**src/rtl/gen_pkg.sv**
```systemverilog
// Shared definitions for the sweep sequencer: FSM states, default sizes
// and the layout of one sweep table entry.
package gen_pkg;

    localparam int W_DEF       = 16;
    localparam int DEPTH_DEF   = 4;
    localparam int DWELL_W_DEF = 8;

    typedef enum logic [1:0] {
        ST_IDLE = 2'd0,
        ST_LOAD = 2'd1,
        ST_RUN  = 2'd2,
        ST_FIN  = 2'd3
    } state_e;

    typedef struct packed {
        logic [W_DEF-1:0]       period;
        logic [DWELL_W_DEF-1:0] dwell;
    } entry_t;

endpackage

```
**src/rtl/gen_sweep_table.sv**
```systemverilog
// Sweep step table: DEPTH entries of {period, dwell}, one write port, one
// asynchronous read port plus a fixed tap on entry 0 (sequence head).
module gen_sweep_table
    import gen_pkg::*;
#(
    parameter int W       = W_DEF,
    parameter int DEPTH   = DEPTH_DEF,
    parameter int DWELL_W = DWELL_W_DEF,
    localparam int AW     = $clog2(DEPTH)
) (
    input  logic               clk_i,
    input  logic               reset_i,
    input  logic               wr_en_i,
    input  logic [AW-1:0]      wr_addr_i,
    input  logic [W-1:0]       wr_period_i,
    input  logic [DWELL_W-1:0] wr_dwell_i,
    input  logic [AW-1:0]      rd_idx_i,
    output logic [W-1:0]       rd_period_o,
    output logic [DWELL_W-1:0] rd_dwell_o,
    output logic [W-1:0]       head_period_o,
    output logic [DWELL_W-1:0] head_dwell_o
);

    logic [W-1:0]       period_q [DEPTH];
    logic [DWELL_W-1:0] dwell_q  [DEPTH];

    // Table storage, cleared asynchronously so a reset also wipes the program
    always_ff @(posedge clk_i or posedge reset_i) begin
        if (reset_i) begin
            for (int i = 0; i < DEPTH; i++) begin
                period_q[i] <= '0;
                dwell_q[i]  <= '0;
            end
        end else if (wr_en_i) begin
            period_q[wr_addr_i] <= wr_period_i;
            dwell_q[wr_addr_i]  <= wr_dwell_i;
        end
    end

    assign rd_period_o   = period_q[rd_idx_i];
    assign rd_dwell_o    = dwell_q[rd_idx_i];
    assign head_period_o = period_q[0];
    assign head_dwell_o  = dwell_q[0];

endmodule

```
**src/rtl/gen_sweep_ctrl.sv**
```systemverilog
// Stepped-frequency sweep sequencer feeding the square-wave generator.
// Optional replay of the table is built only when GEN_SWEEP_LOOP_EN is defined.
module gen_sweep_ctrl
    import gen_pkg::*;
#(
    parameter int W       = W_DEF,
    parameter int DEPTH   = DEPTH_DEF,
    parameter int DWELL_W = DWELL_W_DEF,
    localparam int AW     = $clog2(DEPTH)
) (
    input  logic               clk,
    input  logic               reset,
    input  logic               wr_en,
    input  logic [AW-1:0]      wr_addr,
    input  logic [W-1:0]       wr_period,
    input  logic [DWELL_W-1:0] wr_dwell,
    input  logic               start,
    input  logic               stop,
    input  logic               loop,
    input  logic               tick,
    output logic [W-1:0]       period,
    output logic               period_ld,
    output logic               gen_en,
    output logic               busy,
    output logic [AW-1:0]      step_idx,
    output logic               done
);

    state_e             state_q, state_d;
    logic [AW-1:0]      idx_q, idx_d;
    logic [DWELL_W-1:0] tick_cnt_q, tick_cnt_d;
    logic [DWELL_W-1:0] dwell_q, dwell_d;
    logic [W-1:0]       period_q, period_d;
    logic               period_ld_q, period_ld_d;
    logic               gen_en_q, gen_en_d;
    logic               busy_q, busy_d;
    logic               done_q, done_d;

    logic [AW-1:0]      rd_idx_s;
    logic [W-1:0]       rd_period_s, head_period_s;
    logic [DWELL_W-1:0] rd_dwell_s, head_dwell_s;
    logic               last_s;
    logic               from_head_s;
    logic               step_end_s;
    logic               restart_s;

    // The read port always looks one entry ahead; idx wraps naturally at DEPTH
    assign rd_idx_s   = idx_q + AW'(1);
    assign last_s     = (idx_q == AW'(DEPTH - 1));
    assign step_end_s = tick && (tick_cnt_q == (dwell_q - DWELL_W'(1)));

`ifdef GEN_SWEEP_LOOP_EN
    assign restart_s = loop && (head_dwell_s != '0);
`else
    logic unused_loop_s;
    assign unused_loop_s = loop;
    assign restart_s     = 1'b0;
`endif

    gen_sweep_table #(
        .W       (W),
        .DEPTH   (DEPTH),
        .DWELL_W (DWELL_W)
    ) u_table (
        .clk_i         (clk),
        .reset_i       (reset),
        .wr_en_i       (wr_en),
        .wr_addr_i     (wr_addr),
        .wr_period_i   (wr_period),
        .wr_dwell_i    (wr_dwell),
        .rd_idx_i      (rd_idx_s),
        .rd_period_o   (rd_period_s),
        .rd_dwell_o    (rd_dwell_s),
        .head_period_o (head_period_s),
        .head_dwell_o  (head_dwell_s)
    );

    // State register
    always_ff @(posedge clk or posedge reset) begin
        if (reset) begin
            state_q <= ST_IDLE;
        end else begin
            state_q <= state_d;
        end
    end

    // Next-state logic; stop overrides everything, including a same-cycle start
    always_comb begin
        state_d     = state_q;
        idx_d       = idx_q;
        tick_cnt_d  = tick_cnt_q;
        from_head_s = 1'b0;
        if (stop) begin
            state_d = ST_IDLE;
        end else begin
            case (state_q)
                ST_IDLE: begin
                    if (start && (head_dwell_s != '0)) begin
                        state_d     = ST_LOAD;
                        idx_d       = '0;
                        from_head_s = 1'b1;
                    end else if (start) begin
                        state_d = ST_FIN;
                    end else begin
                        state_d = ST_IDLE;
                    end
                end
                ST_LOAD: begin
                    state_d    = ST_RUN;
                    tick_cnt_d = '0;
                end
                ST_RUN: begin
                    if (step_end_s && !last_s && (rd_dwell_s != '0)) begin
                        state_d = ST_LOAD;
                        idx_d   = rd_idx_s;
                    end else if (step_end_s && restart_s) begin
                        state_d     = ST_LOAD;
                        idx_d       = '0;
                        from_head_s = 1'b1;
                    end else if (step_end_s) begin
                        state_d = ST_FIN;
                    end else if (tick) begin
                        tick_cnt_d = tick_cnt_q + DWELL_W'(1);
                    end else begin
                        state_d = ST_RUN;
                    end
                end
                ST_FIN: begin
                    state_d = ST_IDLE;
                end
                default: begin
                    state_d = ST_IDLE;
                end
            endcase
        end
    end

    // Output decode from the upcoming state so every output leaves a flop
    always_comb begin
        period_d    = period_q;
        dwell_d     = dwell_q;
        period_ld_d = 1'b0;
        gen_en_d    = 1'b0;
        busy_d      = 1'b0;
        done_d      = 1'b0;
        case (state_d)
            ST_LOAD: begin
                period_ld_d = 1'b1;
                gen_en_d    = 1'b1;
                busy_d      = 1'b1;
                if (from_head_s) begin
                    period_d = head_period_s;
                    dwell_d  = head_dwell_s;
                end else begin
                    period_d = rd_period_s;
                    dwell_d  = rd_dwell_s;
                end
            end
            ST_RUN: begin
                gen_en_d = 1'b1;
                busy_d   = 1'b1;
            end
            ST_FIN: begin
                done_d = 1'b1;
            end
            default: begin
                done_d = 1'b0;
            end
        endcase
    end

    // Step index, tick counter, latched dwell and output flops
    always_ff @(posedge clk or posedge reset) begin
        if (reset) begin
            idx_q       <= '0;
            tick_cnt_q  <= '0;
            dwell_q     <= '0;
            period_q    <= '0;
            period_ld_q <= 1'b0;
            gen_en_q    <= 1'b0;
            busy_q      <= 1'b0;
            done_q      <= 1'b0;
        end else begin
            idx_q       <= idx_d;
            tick_cnt_q  <= tick_cnt_d;
            dwell_q     <= dwell_d;
            period_q    <= period_d;
            period_ld_q <= period_ld_d;
            gen_en_q    <= gen_en_d;
            busy_q      <= busy_d;
            done_q      <= done_d;
        end
    end

    assign period    = period_q;
    assign period_ld = period_ld_q;
    assign gen_en    = gen_en_q;
    assign busy      = busy_q;
    assign step_idx  = idx_q;
    assign done      = done_q;

endmodule

```
**config.mk**
```make
export PLATFORM = sky130hd
export DESIGN_NAME = gen_sweep_ctrl
export DESIGN_NICKNAME = d
export VERILOG_FILES = /design/src/rtl/gen_pkg.sv /design/src/rtl/gen_sweep_table.sv /design/src/rtl/gen_sweep_ctrl.sv
export SDC_FILE = /design/constraint.sdc
export NUM_CORES = 1
export LEC_CHECK = 0
export ABC_AREA = 1
export ABC_CLOCK_PERIOD_IN_PS = 4200
export CAP_MARGIN = 40
export CORE_MARGIN = 2
export CORE_UTILIZATION = 52
export DETAILED_ROUTE_END_ITERATION = 7
export PLACE_DENSITY = 0.79
export SETUP_SLACK_MARGIN = 0.2
export SLEW_MARGIN = 30
export SYNTH_ARGS = -nofsm -noshare
export SYNTH_HDL_FRONTEND = slang
export SYNTH_SLANG_ARGS = --single-unit
```
**constraint.sdc**
```tcl
create_clock -name clk -period 4.2 [get_ports clk]
set_input_delay 0.84 -clock clk [delete_from_list [all_inputs] [get_ports clk]]
set_output_delay 0.84 -clock clk [all_outputs]
set_load 0.1 [all_outputs]
```
Word level (Yosys, flattened, before mapping)
Cells that the tools add are included.
W data, S select, Z words.
- register bits after elaboration: 135
- input port bits: 33
- output and inout port bits: 22
- add/subtract/negate cells: 3
- order comparisons: 3
- equal/unequal tests: 13
- multiplexer cells: 34
- bitwise logic cells: 3
- reductions and logical operators: 14
- operators by type and width (kind ; count):
    $bwmux W64 ; 1
    $mux W16 ; 4
    $mux W8 ; 7
    $bmux W16 S2 ; 1
    $bwmux W32 ; 1
    $demux W16 S2 ; 1
    $bmux W8 S2 ; 1
    $demux W8 S2 ; 1
    $mux W2 ; 8
    $pmux W8 S2 ; 1
    $reduce_bool A8 Y1 ; 2
    $eq A2 B2 Y1 const B ; 5
    $ne A2 B2 Y1 const B ; 5
    $add A8 B1 Y8 const B ; 1
    $eq A8 B8 Y1 ; 1
    $pmux W2 S4 ; 1
    $sub A8 B1 Y8 const B ; 1
    $ge A3 B3 Y1 const B ; 2
    $mux W1 ; 6
    $not A2 Y3 ; 2
    $logic_and A1 B1 Y1 ; 5
    $reduce_and A5 Y1 ; 1
    $eq A2 B1 Y1 const B ; 2
    $pmux W2 S2 ; 1
    8 further kinds ; 9

Depth between registers and ports, before layout
- word-level depth: 13
- gate-level depth with buffers: 18
- mapped depth without buffers: 16

By module
A second synthesis with hierarchy kept.
- cells, all modules: 1054
- area total of the unflattened synthesis: 7551.0 µm²
- by module, submodules not included (module ; instances ; cells an instance ; area each (µm²)):
    gen_sweep_table ; 1 ; 728 ; 5187.5
    gen_sweep_ctrl ; 1 ; 326 ; 2363.5

Least setup slack after synthesis
Ideal clock, no wire load.
- kind: reg2reg
- start point: register idx_q[0], in the netlist step_idx[0]
- end point: register period_q[2], in the netlist period[2]
- data arrival time: 3.369 ns
- slack: 0.754 ns
- cell stages (with the launch flop): 16
- path buffers: 4
- period minus slack after synthesis: 3.446 ns
- cell sequence: dfrtp_1 ha_1 buf_2 clkbuf_1 nand3_1 nand2_1 nand4_1 o21bai_2 o21bai_2 nand2_4 nor2_1 ha_1 clkbuf_1 clkbuf_1 o211ai_1 o21ai_1
- cells in the longest elaborated chain, start to end: 11
- RTL lines (element ; RTL line ; source):
    start: declaration ; gen_sweep_ctrl.sv:30 ; logic [AW-1:0] idx_q, idx_d;
    start signal: assignment ; gen_sweep_ctrl.sv:184 ; idx_q <= idx_d;
    $add A2 B1 Y2 ; gen_sweep_ctrl.sv:48 ; assign rd_idx_s = idx_q + AW'(1);
    $not A2 Y3 (implied by the code) ; gen_sweep_table.sv:40, gen_sweep_table.sv:41 ;
    $bmux W8 S2 ; gen_sweep_table.sv:41 ; assign rd_dwell_o = dwell_q[rd_idx_i];
    $mux W8 (implied by the code) (2 in a row) ; gen_sweep_table.sv:41 ;
    $reduce_bool A8 Y1 ; gen_sweep_ctrl.sv:113 ; if (step_end_s && !last_s && (rd_dwell_s != '0)) begin
    $logic_and A1 B1 Y1 ; gen_sweep_ctrl.sv:113 ;
    $mux W2 ; gen_sweep_ctrl.sv:113 ;
    $pmux W2 S4 ; gen_sweep_ctrl.sv:96 ; case (state_q)
    $mux W2 ; gen_sweep_ctrl.sv:93 ; if (stop) begin
    $eq A2 B1 Y1 ; gen_sweep_ctrl.sv:146 ; case (state_d)
    end signal: assignment ; gen_sweep_ctrl.sv:187 ; period_q <= period_d;
    end: declaration ; gen_sweep_ctrl.sv:33 ; logic [W-1:0] period_q, period_d;
Several ways; a longest one is shown, not always the timed one. The select of a mux whose other input is x is not followed.
A chain may end at the register's enable or synchronous reset.

Final worst setup path
- start point: register idx_q[1], in the netlist step_idx[1]
- end point: register period_q[0], in the netlist period[0]
The elaborated chain is that of the path after synthesis.

==> key figures <==
Logic synthesis
  – Asr flop ratio synth: 100.0%
  – Main flop type after synthesis: dfrtp_1
  – Synth Area in Adders: 1.171%
  – Compound-cell area share of the yosys netlist: 17.59%
  – Synth Area in Simple Gates: 20.16%
  – Synth top area share: 52.70%
  – Synth top cells by count: 207 x nand2_1, 153 x o21ai_0, 135 x dfrtp_1
  – Cells taking the most area after synthesis: dfrtp_1 53%, nand2_1 12%, o21ai_0 12%
  – Sequential cell area fraction in the yosys report: 52.70%
  – Main combinational cell family by area after synthesis: simple AND/OR/NAND/NOR gates
  – Post-synth EDFFs: 0
  – Synth Net Count: 826
  – Synth cell types: 25
  – Mapped cell area: 6410 µm²
  – Most common cell in the netlist: nand2_1
  – Synth area leader: dfrtp_1
  – Post-Synth XOR/XNOR Area: 0.9565%
  – Mapped Cells: 787
  – Synthesized area per cell: 8.145 µm²
  – Synthesis-stage register bit count: 135
  – Synth Warn #: 0
  – Mux cell area share after synthesis: 0%

CTS
  – Post-CTS Resized: 0
  – Post-CTS setup buffer count: 0
  – Clock Latency Late Sink: 0.43 ns
  – CTS root buffer: clkbuf_16
  – Sink Count: 135
  – Cts hold-fix bufs: 0
  – Inserted Clock Buffers: 17
  – CTS tree: done
  – H-tree Lvls: 4
  – Clock Tree Buf Depth: 2
  – CTS clk-pin slew, worst paths: 0.06 ns

Timing
  – WHS: 0.4836 ns
  – Worst Setup Slack, final: 0.8913 ns
  – Period minus WS final: 3.309 ns
  – Relative slew margins: 61.37%
  – Final hold viol count: 0
  – Fmax: 302.2 MHz
  – Worst Clk Skew: 0.008972 ns
  – Final period util: 78.78%
  – Count of pins over their slew limit: 0
  – Measured slew at the worst slew-check pin: 0.5734 ns
  – Setup_tns: 0 ns
  – RSZ-0062 raised after global routing: no
  – Endpoints failing setup: 0

Run status
  – Violated checks: design-rule violations
  – Outcome: finished, violations left

Floorplan
  – IO Pins: 55
  – Die Area: 13230 µm²
  – Row Count: 40
  – Starting density of the core: 53.36%
  – Die width: 115.0 µm
  – Die Ht: 115.0 µm
  – Total core area: 12010 µm²

Setup path
  – Startpoint Class: register
  – Crit Path Category: register to register
  – CP required: 4.54 ns
  – CP Max Fanout: 48
  – WP data arrival: 3.65 ns
  – CP endpoint kind: register
  – Reg2reg setup slack: 0.89 ns

Drt
  – Drt first pass iters: 8
  – Mean routed wirelength per cell: 15.52 µm
  – 1st-iter DRT viols: 479
  – Post-route DRC: 5
  – ANT nets after route: 0
  – Vias: 5763
  – DR vias/cell: 5.723
  – Post-Route WL: 15630 µm

Min path
  – Hold Path Class: register to register

GRT
  – Number of global-route vias before repair: 5803
  – GR Overflow Total: 0
  – Largest net degree at the start of global routing: 62
  – Initial antenna violation count: 0
  – Global-route wire length before repair: 26520 µm
  – Overall Global Routing Usage: 25.32%

Pwr
  – PwrDens: 663.9 nW/µm²
  – Leak: 3.792 nW
  – Peak supply drop: 459.6 µV
  – Overall power: 0.005286 W

Placement
  – Placer Congestion: 0.8442
  – Port Buf Inserts: 53
  – Pre-CTS setup slack: 0.9990 ns
  – DP HPWL: 9426 µm
  – Placed Cells: 974

Final layout
  – Syn-to-layout area delta: 24.22%
  – Ratio of cells with drive above 1 in the final layout: 8.488%
  – Final net count: 886
  – Fin cells: 1007
  – Ant diodes: 0

Flow run
  – Max-cap violations: 0
-- placed cells by master (no fill, tap or decap), types with 17 or more instances in the layout --
master	Yosys	final
clkbuf_16	0	17
inv_1	73	72
nand2_1	207	207
clkdlybuf4s50_1	0	52
o21ai_0	153	153
o211ai_1	23	23
dfrtp_1	135	135
nor2_1	55	55
buf_8	0	21
nand3_1	42	42
-- path summary, 6_finish.rpt --
kind | start | endpoint | depth (start not counted)
max in group asynchronous | reset | busy | 4
worst max register to register | step_idx[1] | period[0] | 16
worst max-delay path | step_idx[1] | period[0] | 16
worst min register to register | u_table.dwell_q[0] | u_table.dwell_q[0] | 2
min in group asynchronous | reset | u_table.dwell_q[1] | 2
worst min-delay path | u_table.dwell_q[0] | u_table.dwell_q[0] | 2
-- worst max-delay path, cell delays in order, from the launching register on --
cell and delay [ns]:
dfrtp_1 0.42, ha_1 0.31, inv_1 0.23, buf_4 0.29, nand3_1 0.09, nand2_1 0.08, nand2_1 0.07, inv_1 0.03
nand2_1 0.10, o21bai_2 0.10, o21bai_2 0.18, nand2_4 0.12, nor2_1 0.22, ha_1 0.19, buf_4 0.43, o211ai_1 0.23
o21ai_0 0.11
-- layout make-up --
cell class / instances / area [µm²]
clock buffer: 23 / 498.0
clock inverter: 9 / 91.34
fill: 901 / 4049
inverter: 74 / 281.5
multi-input combinational: 531 / 2556
sequential: 135 / 3378
tap: 147 / 183.9
timing repair buffer: 88 / 973.4
-- metal layers --
| layer | wire [µm] | global-route usage, % | vias up | share of wire, % |
|---|---|---|---|---|
| li1 | - | - | 2716 | - |
| met1 | 6624 | 31.46 | 2815 | 42 |
| met2 | 7910 | 42.47 | 201 | 51 |
| met3 | 802 | 6.220 | 31 | 5.1 |
| met4 | 288 | 10.68 | 0 | 1.8 |
| met5 | 0 | 0 | - | 0 |
-- power breakdown --
part           total [W]  internal, W  switching [W]  leakage [nW]
combinational    0.00208     0.000718        0.00136          1.81
sequential       0.00176      0.00157       0.000182          1.70
clock            0.00145     0.000894       0.000560         0.278
total            0.00529      0.00319        0.00210          3.79
-- registers in the layout (all words and copies together) (netlist names) --
name	flops
done	1
period	16
busy	1
u_table.head_dwell_o	8
step_idx	2
u_table.head_period_o	16
dwell_q	8
u_table.dwell_q	24
state_q	2
period_ld	1
tick_cnt_q	8
u_table.period_q	48
-- stage by stage --
stage               util, %  cell area, µm²
floorplan                 -            6414
global placement      58.59            7038
detailed placement    61.22            7353
CTS                   66.13            7943
global route          66.29            7963
finish                66.29            7963
-- logic make-up (layout without fill, tap and decap cells) --
family,count (synthesis),count (layout)
flip-flops,135,135
adder cells (fa/ha/maj),6,6
XOR/XNOR,7,7
AND/OR/NAND/NOR,319,319
AO/OA/AOI/OAI,199,199
buffers and inverters,121,194
Power figures use the tool's default switching activity.
